==> src/rtl/vram_span_writer.sv <==
// Horizontal span writer for the 320x200 4bpp packed Video RAM (2 pixels/byte).
// Whole bytes are written directly; edge nibbles get a fresh read-modify-write.
module vram_span_writer #(
  parameter int READ_LATENCY = 1,
  parameter int LINE_BYTES   = 160,
  parameter int MAX_X        = 319,
  parameter int MAX_Y        = 199
) (
  input  logic        clk,
  input  logic        rst_n,
  input  logic        req_valid,
  output logic        req_ready,
  input  logic [7:0]  req_y,
  input  logic [8:0]  req_x0,
  input  logic [8:0]  req_x1,
  input  logic [3:0]  req_color,
  output logic        busy,
  output logic        done,
  output logic        err,
  output logic [14:0] vram_addr,
  output logic [7:0]  vram_wdata,
  output logic        vram_we,
  input  logic [7:0]  vram_rdata
);

  localparam logic [8:0] MAX_X9 = 9'(MAX_X);
  localparam logic [7:0] MAX_Y8 = 8'(MAX_Y);
  localparam logic [1:0] RD_LAST = 2'(READ_LATENCY);

  typedef enum logic [2:0] {IDLE, FULL, RD, MERGE, FIN} state_t;

  state_t      state_reg, state_next;
  logic [7:0]  y_reg, y_next;
  logic [8:0]  x1_reg, x1_next;
  logic [8:0]  cur_x_reg, cur_x_next;
  logic [3:0]  color_reg, color_next;
  logic [1:0]  rd_cnt_reg, rd_cnt_next;
  logic [7:0]  rd_data_reg, rd_data_next;
  logic        err_reg, err_next;
  logic [14:0] byte_addr;
  logic [8:0]  x1_clip;

  // Decides what the byte holding pixel cx needs: nothing left, a whole byte, or an RMW.
  function automatic state_t issue(input logic [8:0] cx, input logic [8:0] last);
    if (cx > last)
      return FIN;
    else if (!cx[0] && (cx + 9'd1 <= last))
      return FULL;
    else
      return RD;
  endfunction

  assign byte_addr = 15'(y_reg) * 15'(LINE_BYTES) + {6'd0, cur_x_reg[8:1]};
  assign x1_clip   = (req_x1 > MAX_X9) ? MAX_X9 : req_x1;
  assign busy      = (state_reg != IDLE);
  assign req_ready = !busy;
  assign done      = (state_reg == FIN);
  assign err       = err_reg;

  always_ff @(posedge clk or negedge rst_n) begin
    if (!rst_n) begin
      state_reg   <= IDLE;
      y_reg       <= '0;
      x1_reg      <= '0;
      cur_x_reg   <= '0;
      color_reg   <= '0;
      rd_cnt_reg  <= '0;
      rd_data_reg <= '0;
      err_reg     <= 1'b0;
    end else begin
      state_reg   <= state_next;
      y_reg       <= y_next;
      x1_reg      <= x1_next;
      cur_x_reg   <= cur_x_next;
      color_reg   <= color_next;
      rd_cnt_reg  <= rd_cnt_next;
      rd_data_reg <= rd_data_next;
      err_reg     <= err_next;
    end
  end

  always_comb begin
    state_next   = state_reg;
    y_next       = y_reg;
    x1_next      = x1_reg;
    cur_x_next   = cur_x_reg;
    color_next   = color_reg;
    rd_cnt_next  = rd_cnt_reg;
    rd_data_next = rd_data_reg;
    err_next     = 1'b0;
    vram_we      = 1'b0;
    vram_addr    = '0;
    vram_wdata   = '0;

    case (state_reg)
      IDLE: begin
        if (req_valid) begin
          if ((req_x0 > MAX_X9) || (req_y > MAX_Y8) || (req_x0 > req_x1)) begin
            err_next = 1'b1;
          end else begin
            y_next      = req_y;
            x1_next     = x1_clip;
            color_next  = req_color;
            cur_x_next  = req_x0;
            rd_cnt_next = '0;
            state_next  = issue(req_x0, x1_clip);
          end
        end
      end
      FULL: begin
        vram_we    = 1'b1;
        vram_addr  = byte_addr;
        vram_wdata = {color_reg, color_reg};
        cur_x_next = cur_x_reg + 9'd2;
        state_next = issue(cur_x_reg + 9'd2, x1_reg);
      end
      RD: begin
        // Address stays on the bus for the whole wait so the RAM sees a steady read.
        vram_addr   = byte_addr;
        rd_cnt_next = rd_cnt_reg + 2'd1;
        if (rd_cnt_reg == RD_LAST) begin
          rd_data_next = vram_rdata;
          rd_cnt_next  = '0;
          state_next   = MERGE;
        end
      end
      MERGE: begin
        vram_we    = 1'b1;
        vram_addr  = byte_addr;
        vram_wdata = cur_x_reg[0] ? {rd_data_reg[7:4], color_reg}
                                  : {color_reg, rd_data_reg[3:0]};
        cur_x_next = cur_x_reg + 9'd1;
        state_next = issue(cur_x_reg + 9'd1, x1_reg);
      end
      FIN: begin
        state_next = IDLE;
      end
      default: begin
        state_next = IDLE;
      end
    endcase
  end

endmodule

==> config.mk <==
export PLATFORM = sky130hd
export DESIGN_NAME = vram_span_writer
export DESIGN_NICKNAME = d
export VERILOG_FILES = /design/src/rtl/vram_span_writer.sv
export SDC_FILE = /design/constraint.sdc
export NUM_CORES = 1
export LEC_CHECK = 0
export ABC_AREA = 1
export BUFFER_PORTS_ARGS = -buffer_cell sky130_fd_sc_hd__buf_4
export CAP_MARGIN = 15
export CORE_MARGIN = 1.5
export CORE_UTILIZATION = 54
export CTS_CLUSTER_SIZE = 16
export DETAILED_ROUTE_END_ITERATION = 10
export PLACE_DENSITY_LB_ADDON = 0.08
export RECOVER_POWER = 25
export SLEW_MARGIN = 15
export SYNTH_ARGS = -nofsm -noshare
export SYNTH_HDL_FRONTEND = slang
export SYNTH_SLANG_ARGS = --single-unit
==> constraint.sdc <==
create_clock -name clk -period 2.9 [get_ports clk]
set_input_delay 0.29 -clock clk [delete_from_list [all_inputs] [get_ports clk]]
set_output_delay 0.29 -clock clk [all_outputs]
set_load 0.02 [all_outputs]
==> results of run 1 <==
per-stage QoR:
stage | area [sq um] | hold slack [ns] | setup slack, ns | power, mW | TNS [ns]
4_1_cts | 6070 | 0.212 | -0.0305 | 7.11 | -0.0593
3_5_place_dp | 5760 | 0.324 | -0.0778 | 6.31 | -0.108
5_1_grt | 6400 | 0.210 | -0.282 | 8.58 | -0.805
6_report | 6400 | 0.213 | -0.108 | 7.88 | -0.221
3_3_place_gp | 5760 | 0.315 | 0.0302 | 6.18 | 0
2_1_floorplan | 4950 | -0.00559 | 0.0159 | 4.65 | 0
layout make-up:
class / instances / area, sq um / share of cell area, %
Multi-Input combinational cell: 533 / 3660 / 57.2
Sequential cell: 44 / 1100 / 17.2
Timing Repair Buffer: 126 / 965 / 15.1
Inverter: 110 / 413 / 6.45
Tap cell: 108 / 135 / 2.11
Clock buffer: 6 / 82.6 / 1.29
Clock inverter: 2 / 38.8 / 0.606
layer usage:
layer / part of all wire (%) / routed length (microns) / GRT usage, % / up-vias
met5: 0 / 0 / 0 / -
met4: 2.1 / 297 / 7.36 / 0
met3: 5.1 / 723 / 3.40 / 31
met2: 49 / 6980 / 48.6 / 166
met1: 44 / 6220 / 37.3 / 2299
li1: - / - / - / 2520
worst paths after layout:
kind / start / to / depth (start not counted)
worst max-delay path: cur_x_reg[1] / state_reg[1] / 21
worst min-delay path: vram_rdata[0] / rd_data_reg[0] / 2
worst max register to register: cur_x_reg[1] / state_reg[1] / 21
worst min register to register: x1_reg[4] / x1_reg[4] / 2
max in group asynchronous: rst_n / cur_x_reg[1] / 2
min in group asynchronous: rst_n / x1_reg[7] / 2
power breakdown:
group,switching [mW],internal [mW],total (mW)
clock network,0.232,0.282,0.514
registers,0.222,0.901,1.12
logic,3.61,2.63,6.24
total,4.07,3.81,7.88
placed cells by master, fill, tap and decap left out, drive strengths merged:
cell type and n:
a211oi 1, a21boi 1, a21o 3, a21oi 38, a22oi 3, a31oi 2
buf 124, bufinv 1, clkbuf 7, clkinv 1, dfrtp 44, dlygate4sd3 1
fa 2, ha 81, inv 110, mux2 8, nand2 158, nand3 27
nand3b 2, nand4 13, nor2 73, nor3 10, o211ai 3, o21a 4
o21ai 52, o221ai 3, o22ai 10, or2 2, xnor2 11, xor2 26
kinds of logic (layout without fill, tap and decap cells):
| kind of cell | after synthesis | count (layout) | synth area share [%] |
|---|---|---|---|
| AO/OA/AOI/OAI | 120 | 120 | 13.7 |
| XOR/XNOR | 37 | 37 | 6.70 |
| adder cells (fa/ha/maj) | 83 | 83 | 21.3 |
| buffers and inverters | 121 | 244 | 9.63 |
| flip-flops | 44 | 44 | 22.2 |
| multiplexers | 8 | 8 | 1.82 |
| AND/OR/NAND/NOR | 285 | 285 | 24.6 |
timing repair:
action / in CTS / in global routing
endpoints found under the hold margin: 2 / 0
cloned: 0 / 0
setup buffers: 16 / 11
pin swaps: 4 / 38
hold buffers: 1 / 0
setup endpoints to repair: 3 / 7
gates resized for setup: 11 / 56
==> impl_metrics.tcl, run 1 <==
set metrics [dict create \
    status "finished, violations left" \
    violations "DRC, setup timing" \
    ys_seq_area_share_pct 22.2 \
    vias 5016 \
    grt_pass1_vias 4756 \
    placed_cells 893 \
    crit_path_max_incr_delay_ns 0.47 \
    crit_family "simple AND/OR/NAND/NOR gates" \
    clock_latency_ns 0.30 \
    path_clk_slew_ns 0.09 \
    synth_edf_count 0 \
    hpwl_microns 10700 \
    finalWorstSetupSlack_ns -0.108 \
    start_kind "flop" \
    layout.cells.non_filler 929 \
    start_util_pct 56.2 \
    layout-drive-gt1-share_pct 25.5 \
    drtAntennaViolNets 0 \
    grt_usage_pct 28.1 \
    vdd_drop_max_mv 0.498 \
    boundaryPins 69 \
    clock_path_buffers 2 \
    rrSetupSlack_ns -0.11 \
    h-tree-depth 2 \
    ys_async_sr_fraction_pct 100 \
    overflow 0 \
    tightest_slew_ns 1.14 \
    routed_wirelength_microns 14200 \
    cts_buffers 5 \
    antenna_cells 0 \
    clock-sinks 44 \
    yosys_warnings 0 \
    vias_per_cell 5.40 \
    drt_iter0_drc 244 \
    endpoint_kind "flop" \
    die_area_sq_mm 0.00975 \
    cp.required_ns 3.08 \
    finalClockSkew_ns 0.00686 \
    syn_avg_cell_area_sq_um 7.09 \
    place.gp.congestion 1.04 \
    crit_buf_inv 0 \
    crit_chain "ha_4 > nand2_1 > nor2_2 > xor2_2 > nand2_1 > o21ai_4 > nor3_4 > nand3_2 > xnor2_2 > ha_1 > a21oi_2 > o21a_1 > nand3_1 > nand2_1 > nand2_2 > nand2_1 > nand2_2 > nor2_1 > nand2_1 > nand2_1 > nand2_1" \
    synthCells 698 \
    max_cap_viol_count 0 \
    setup_viol 3 \
    slew_violations 0 \
    worstPathMaxFanout 5 \
    syn-cell-area_sq_mm 0.00495 \
    grt_setup_unrepaired "true" \
    yosys_register_bits 44 \
    antenna_found_initial 0 \
    root_buffer "clkbuf_8" \
    fin_crit_ns 3.01 \
    fillers 717 \
    cpMostUsedCell "nand2_1" \
    area_growth_pct 29.2 \
    nets 944 \
    cts_tree "built" \
    power_density_mw_per_mm2 1230 \
    critPathKind "flop to flop" \
    period_share_pct 104 \
    post_drt_wl_per_cell_microns 15.3 \
    die_x_microns 98.8 \
    yosysMostFrequentCell "nand2_1" \
    fmax_mhz 332 \
    min_path_type "input port to flop" \
    synth.distinct_cells 42 \
    syn-num-nets 822 \
    row_count 34 \
    slew_headroom_pct 24.0 \
    core_area_sq_mm 0.00881 \
    p_leak_nw 3.37 \
    yosysTopAreaCellShare_pct 22.2 \
    ys.flop_type "dfrtp_1" \
    drc 1 \
    worstPathArrival_ns 3.19 \
    die-height_microns 98.8 \
    drt_first_pass_iters 8 \
    slowest_stage "dfrtp_2" \
    portBuffers 68 \
    grt_max_degree 45 \
    yosysTopAreaCell "dfrtp_1" \
    synth_common_cells "nand2_1, inv_1, ha_1, nor2_1, dfrtp_1" \
    synthTopCellsByArea "dfrtp_1, ha_1, nand2_1" \
    utilization_pct 72.7 \
    grt_pass1_wl_microns 22000 \
    finalHoldViolations 0 \
]
Power figures use the tool's default switching activity.
==> inputs of run 2 (changes only) <==
--- a/config.mk
+++ b/config.mk
@@ -14,6 +14,7 @@
 export DETAILED_ROUTE_END_ITERATION = 10
 export PLACE_DENSITY_LB_ADDON = 0.08
 export RECOVER_POWER = 25
+export SETUP_SLACK_MARGIN = 0.5
 export SLEW_MARGIN = 15
 export SYNTH_ARGS = -nofsm -noshare
 export SYNTH_HDL_FRONTEND = slang
==> impl_metrics.tcl, run 2 (same netlist as run 1, synthesis figures left out) <==
set metrics [dict create \
    clock_latency_ns 0.30 \
    setup_tns_ns -0.0131 \
    hpwl_microns 10700 \
    clock_path_buffers 2 \
    die_x_microns 98.8 \
    slew_violations 45 \
    rrSetupSlack_ns 0.02 \
    antenna_cells 0 \
    drt_first_pass_iters 8 \
    core_area_sq_mm 0.00881 \
    die_area_sq_mm 0.00975 \
    place.gp.congestion 0.897 \
    power_density_mw_per_mm2 1220 \
    layout_common_cells "nand2_1, buf_4, inv_1" \
    whs_ns 0.219 \
    endpoint_kind "output port" \
    path_clk_slew_ns 0.09 \
    hold_end "rd_data_reg[6]" \
    grt_max_degree 45 \
    switching_share_pct 52.2 \
    hp-start "vram_rdata[6]" \
    layout-drive-gt1-share_pct 27.6 \
    fmax_mhz 343 \
    reg2reg_from "cur_x_reg[2]" \
    vdd_drop_max_mv 0.543 \
    tightest_slew_ns 2.47 \
    design_area_sq_mm 0.00639 \
    reg2reg_depth 22 \
    grt_setup_unrepaired "true" \
    root_buffer "clkbuf_8" \
    total_power_mw 7.80 \
    post_drt_wl_per_cell_microns 14.9 \
    combPwrFrac_pct 79.6 \
    antenna_found_initial 0 \
    finalWorstSetupSlack_ns -0.0131 \
    p_sw_mw 4.07 \
    seqPwrFrac_pct 15.1 \
    worstPathArrival_ns 2.62 \
    cts_tree "built" \
    vias_per_cell 5.41 \
    setup_viol 1 \
    worstHoldPathCells 2 \
    nets 934 \
    start_util_pct 56.2 \
    cp.required_ns 2.61 \
    grt_pass1_wl_microns 22200 \
    final_common_cell "nand2_1" \
    die-height_microns 98.8 \
    violations "DRC, capacitance limit, slew limit, setup timing" \
    max_cap_viol_count 1 \
    fin_crit_ns 2.91 \
    pwr-share-clk_pct 5.3 \
    slew_headroom_pct -64.6 \
    vias 4976 \
    start_kind "flop" \
    worstPathMaxFanout 4 \
    status "finished, violations left" \
    routed_wirelength_microns 13700 \
    grt_pass1_vias 4723 \
    layout.cells.non_filler 919 \
    clock-sinks 44 \
    r2r_end "state_reg[1]" \
    drtAntennaViolNets 0 \
    row_count 34 \
    min_path_type "input port to flop" \
    area_growth_pct 29.1 \
    period_share_pct 100 \
    finalHoldViolations 0 \
    placed_cell_area_sq_mm 0.00574 \
    drc 2 \
    boundaryPins 69 \
    critPathKind "flop to output port" \
    grt_usage_pct 28.4 \
    overflow 0 \
    placed_cells 885 \
    h-tree-depth 2 \
    holdBufCountCts 0 \
    finalClockSkew_ns 0.00463 \
    portBuffers 68 \
    cts_buffers 5 \
    drt_iter0_drc 248 \
    p_leak_nw 3.28 \
    intPower_mw 3.72 \
    setup.worst_path.start "y_reg[3]" \
]
## run 2: layer usage
| metal | vias up | share of wire (%) | track usage (%) | wire [microns] |
|---|---|---|---|---|
| met2 | 155 | 50 | 49.6 | 6780 |
| met5 | - | 0 | 0 | 0 |
| met1 | 2295 | 44 | 37.7 | 6000 |
| met4 | 0 | 1.4 | 7.14 | 189 |
| met3 | 22 | 5.1 | 2.98 | 703 |
| li1 | 2504 | - | - | - |
## run 2: how the worst max path moves through the flow
stage / end / slack [ns] / depth (start not counted)
after floorplan: state_reg[1] / 0.28 / 20
after global placement: state_reg[1] / 0.009 / 20
after detailed placement: state_reg[1] / -0.06 / 20
after CTS: vram_addr[14] / -0.01 / 14
after global routing: state_reg[1] / -0.20 / 22
final: vram_addr[14] / -0.01 / 12
## run 2: power groups by stage
stage | Combinational, mW | Sequential [mW] | Clock (mW)
3_3_place_gp | 5.00 | 1.13 | 0
3_5_place_dp | 5.13 | 1.14 | 0
5_1_grt | 6.88 | 1.22 | 0.446
2_1_floorplan | 3.65 | 1.09 | 0
6_report | 6.21 | 1.18 | 0.413
4_1_cts | 5.56 | 1.14 | 0.421
## run 2: cell type report
cell class	count	area [sq um]
clock inverter	2	15.0
inverter	110	420
clock buffer	6	82.6
timing repair buffer	116	902
tap	108	135
sequential	44	1110
fill	708	2420
multi-input combinational	533	3730
## run 2: stage by stage
stage | worst slack (ns) | util [%]
after global routing | -0.202 | 72.6
after global placement | 0.00949 | 65.2
after CTS | -0.0116 | 68.9
final | -0.0131 | 72.6
after detailed placement | -0.0594 | 65.2
after floorplan | 0.281 | -
## run 2: timing repair
item,4_1_cts,5_1_grt
endpoints found under the hold margin,0,0
pin swaps,29,39
resized for setup,32,58
setup buffers,15,11
endpoints found under the setup margin,17,9
## run 2: critical path, cell delays in order (launching register included)
cell and delay, ns:
dfrtp_1 0.42, ha_1 0.29, ha_2 0.18, inv_2 0.04, fa_2 0.36, xnor2_2 0.24
nand3b_1 0.18, nor2_1 0.14, nand2_1 0.08, nand2_1 0.11, nand2_2 0.07, nor2_4 0.09
buf_6 0.12
==> inputs of run 3 (changes only) <==
--- a/config.mk
+++ b/config.mk
@@ -5,11 +5,10 @@
 export SDC_FILE = /design/constraint.sdc
 export NUM_CORES = 1
 export LEC_CHECK = 0
-export ABC_AREA = 1
 export BUFFER_PORTS_ARGS = -buffer_cell sky130_fd_sc_hd__buf_4
 export CAP_MARGIN = 15
 export CORE_MARGIN = 1.5
-export CORE_UTILIZATION = 54
+export CORE_UTILIZATION = 53
 export CTS_CLUSTER_SIZE = 16
 export DETAILED_ROUTE_END_ITERATION = 10
 export PLACE_DENSITY_LB_ADDON = 0.08
==> impl_metrics.tcl, run 3 <==
set metrics [dict create \
    crit_buf_inv 1 \
    endpoint_kind "flop" \
    clock_latency_ns 0.30 \
    cpMostUsedCell "nand2_1" \
    grt_max_degree 45 \
    ys.flop_type "dfrtp_1" \
    min_path_type "input port to flop" \
    antenna_cells 0 \
    layout_common_cells "buf_4, ha_1, nand2_1" \
    die_x_microns 98.1 \
    setup_viol 4 \
    register_area_sq_mm 0.00111 \
    slowest_stage "dfrtp_2" \
    max_cap_viol_count 1 \
    finalClockSkew_ns 0.00615 \
    finalHoldViolations 0 \
    place.gp.congestion 0.919 \
    row_count 34 \
    yosys_warnings 0 \
    cp.required_ns 3.09 \
    hp-start "req_y[2]" \
    core_area_sq_mm 0.00876 \
    synth_common_cells "ha_1, nand2_1, nor2_1, dfrtp_1, inv_1" \
    antenna_found_initial 0 \
    yosysMostFrequentCell "ha_1" \
    finalWorstSetupSlack_ns -0.497 \
    syn_avg_cell_area_sq_um 8.50 \
    root_buffer "clkbuf_8" \
    yosys_register_bits 44 \
    ys_async_sr_fraction_pct 100 \
    yosysTopAreaCell "dfrtp_1" \
    post_drt_wl_per_cell_microns 17.5 \
    synthTopCellsByArea "dfrtp_1, ha_1, xnor2_1" \
    grt_usage_pct 29.4 \
    overflow 0 \
    fmax_mhz 294 \
    crit_path_max_incr_delay_ns 0.47 \
    drt_first_pass_iters 4 \
    layout-drive-gt1-share_pct 35.0 \
    tightest_slew_ns 2.36 \
    start_util_pct 54.7 \
    grt_pass1_wl_microns 22900 \
    vias_per_cell 5.76 \
    worstPathArrival_ns 3.58 \
    drc 0 \
    synthCells 564 \
    boundaryPins 69 \
    fillers 634 \
    final_common_cell "buf_4" \
    multi_input_area_sq_mm 0.00390 \
    syn-num-nets 688 \
    critPathKind "flop to flop" \
    cts_buffers 5 \
    grt_pass1_vias 4757 \
    routed_wirelength_microns 14500 \
    reg2reg_from "cur_x_reg[1]" \
    drt_iter0_drc 211 \
    synth_edf_count 0 \
    die-height_microns 98.1 \
    violations "capacitance limit, slew limit, setup timing" \
    start_kind "flop" \
    pre_cts_ws_ns -0.517 \
    ys_seq_area_share_pct 23.0 \
    area_growth_pct 39.6 \
    hpwl_microns 11100 \
    status "finished, violations left" \
    slew_headroom_pct -57.2 \
    nets 842 \
    period_share_pct 117 \
    drtAntennaViolNets 0 \
    fin_crit_ns 3.40 \
    crit_family "simple AND/OR/NAND/NOR gates" \
    synth.distinct_cells 62 \
    worstPathMaxFanout 5 \
    vias 4761 \
    grt_setup_unrepaired "true" \
    syn-cell-area_sq_mm 0.00479 \
    cts_tree "built" \
    setup_tns_ns -1.15 \
    path_clk_slew_ns 0.09 \
    die_area_sq_mm 0.00962 \
    crit_chain "buf_6 > ha_4 > nor3_4 > nand3_2 > nor2_1 > nand2_1 > xnor2_2 > ha_1 > nand2_1 > o21ai_2 > or4_4 > o22ai_4 > nor2b_2 > a311o_1 > a221o_1" \
    clock-sinks 44 \
    clock_path_buffers 2 \
    setup.worst_path.start "cur_x_reg[1]" \
    h-tree-depth 2 \
    yosysTopAreaCellShare_pct 23.0 \
    slew_violations 45 \
    portBuffers 68 \
]
run 3: changes by cell type in the layout (fill, tap and decap cells not counted), sizes merged, moves of 8 or more:
cell and change:
o21ai -25, nor2 -25, mux2 +15, and2 +9, mux2i +19, xor2 -14, o22ai -8, xnor2 +21
nor2b +12, buf +45, inv -63, nand2 -109
run 3: per-stage QoR:
| stage | hold WS (ns) | util, % | cells | cell area (sq um) |
|---|---|---|---|---|
| floorplan | -0.00559 | - | 564 | 4920 |
| global placement | 0.320 | 69.7 | 803 | 6110 |
| detailed placement | 0.327 | 69.7 | 803 | 6110 |
| CTS | 0.00430 | 73.3 | 820 | 6430 |
| global route | 0.191 | 76.3 | 827 | 6690 |
| finish | 0.195 | 76.3 | 827 | 6690 |
run 3: kinds of logic after synthesis:
kind of cell             count (synthesis)  share of synthesized area, %
AND/OR/NAND/NOR                        189                          19.3
AO/OA/AOI/OAI                          103                          13.6
adder cells (fa/ha/maj)                 83                          22.0
buffers and inverters                   59                          4.72
XOR/XNOR                                44                          8.04
flip-flops                              44                          23.0
multiplexers                            42                          9.37
run 3: what timing repair did:
item                       4_1_cts  5_1_grt
hold buffers                     0        0
buffers inserted                 9        7
setup endpoints to repair        9       10
pin swaps                       21       25
resized for setup               28       39
run 3: per-layer routing:
layer	part of all wire, %	up-vias	track usage, %
li1	-	2323	-
met2	50	153	52.1
met4	2.2	0	7.36
met3	3.6	27	2.51
met5	0	-	0
met1	44	2258	38.8
run 3: layout make-up:
class                           instances  share of cell area (%)
Multi-Input combinational cell        461                    58.4
Inverter                               45                    2.56
Sequential cell                        44                    16.6
Tap cell                              108                    2.02
Clock buffer                            5                    1.03
Clock inverter                          3                   0.692
Timing Repair Buffer                  161                    18.8
run 3: worst paths after layout:
path                           endpoint  cells past startpoint  slack, ns
setup / recovery           state_reg[1]                     15      -0.50
hold / removal                 y_reg[2]                      2       0.19
setup reg to reg           state_reg[1]                     15      -0.50
hold reg to reg               x1_reg[2]                      2       0.49
max in group asynchronous      y_reg[4]                      1       0.68
min in group asynchronous     x1_reg[0]                      1       0.70
Power of run 3 is left out: the tool's default activity adds up to more than one toggle a clock period on the data nets, which glitch-free logic cannot reach.
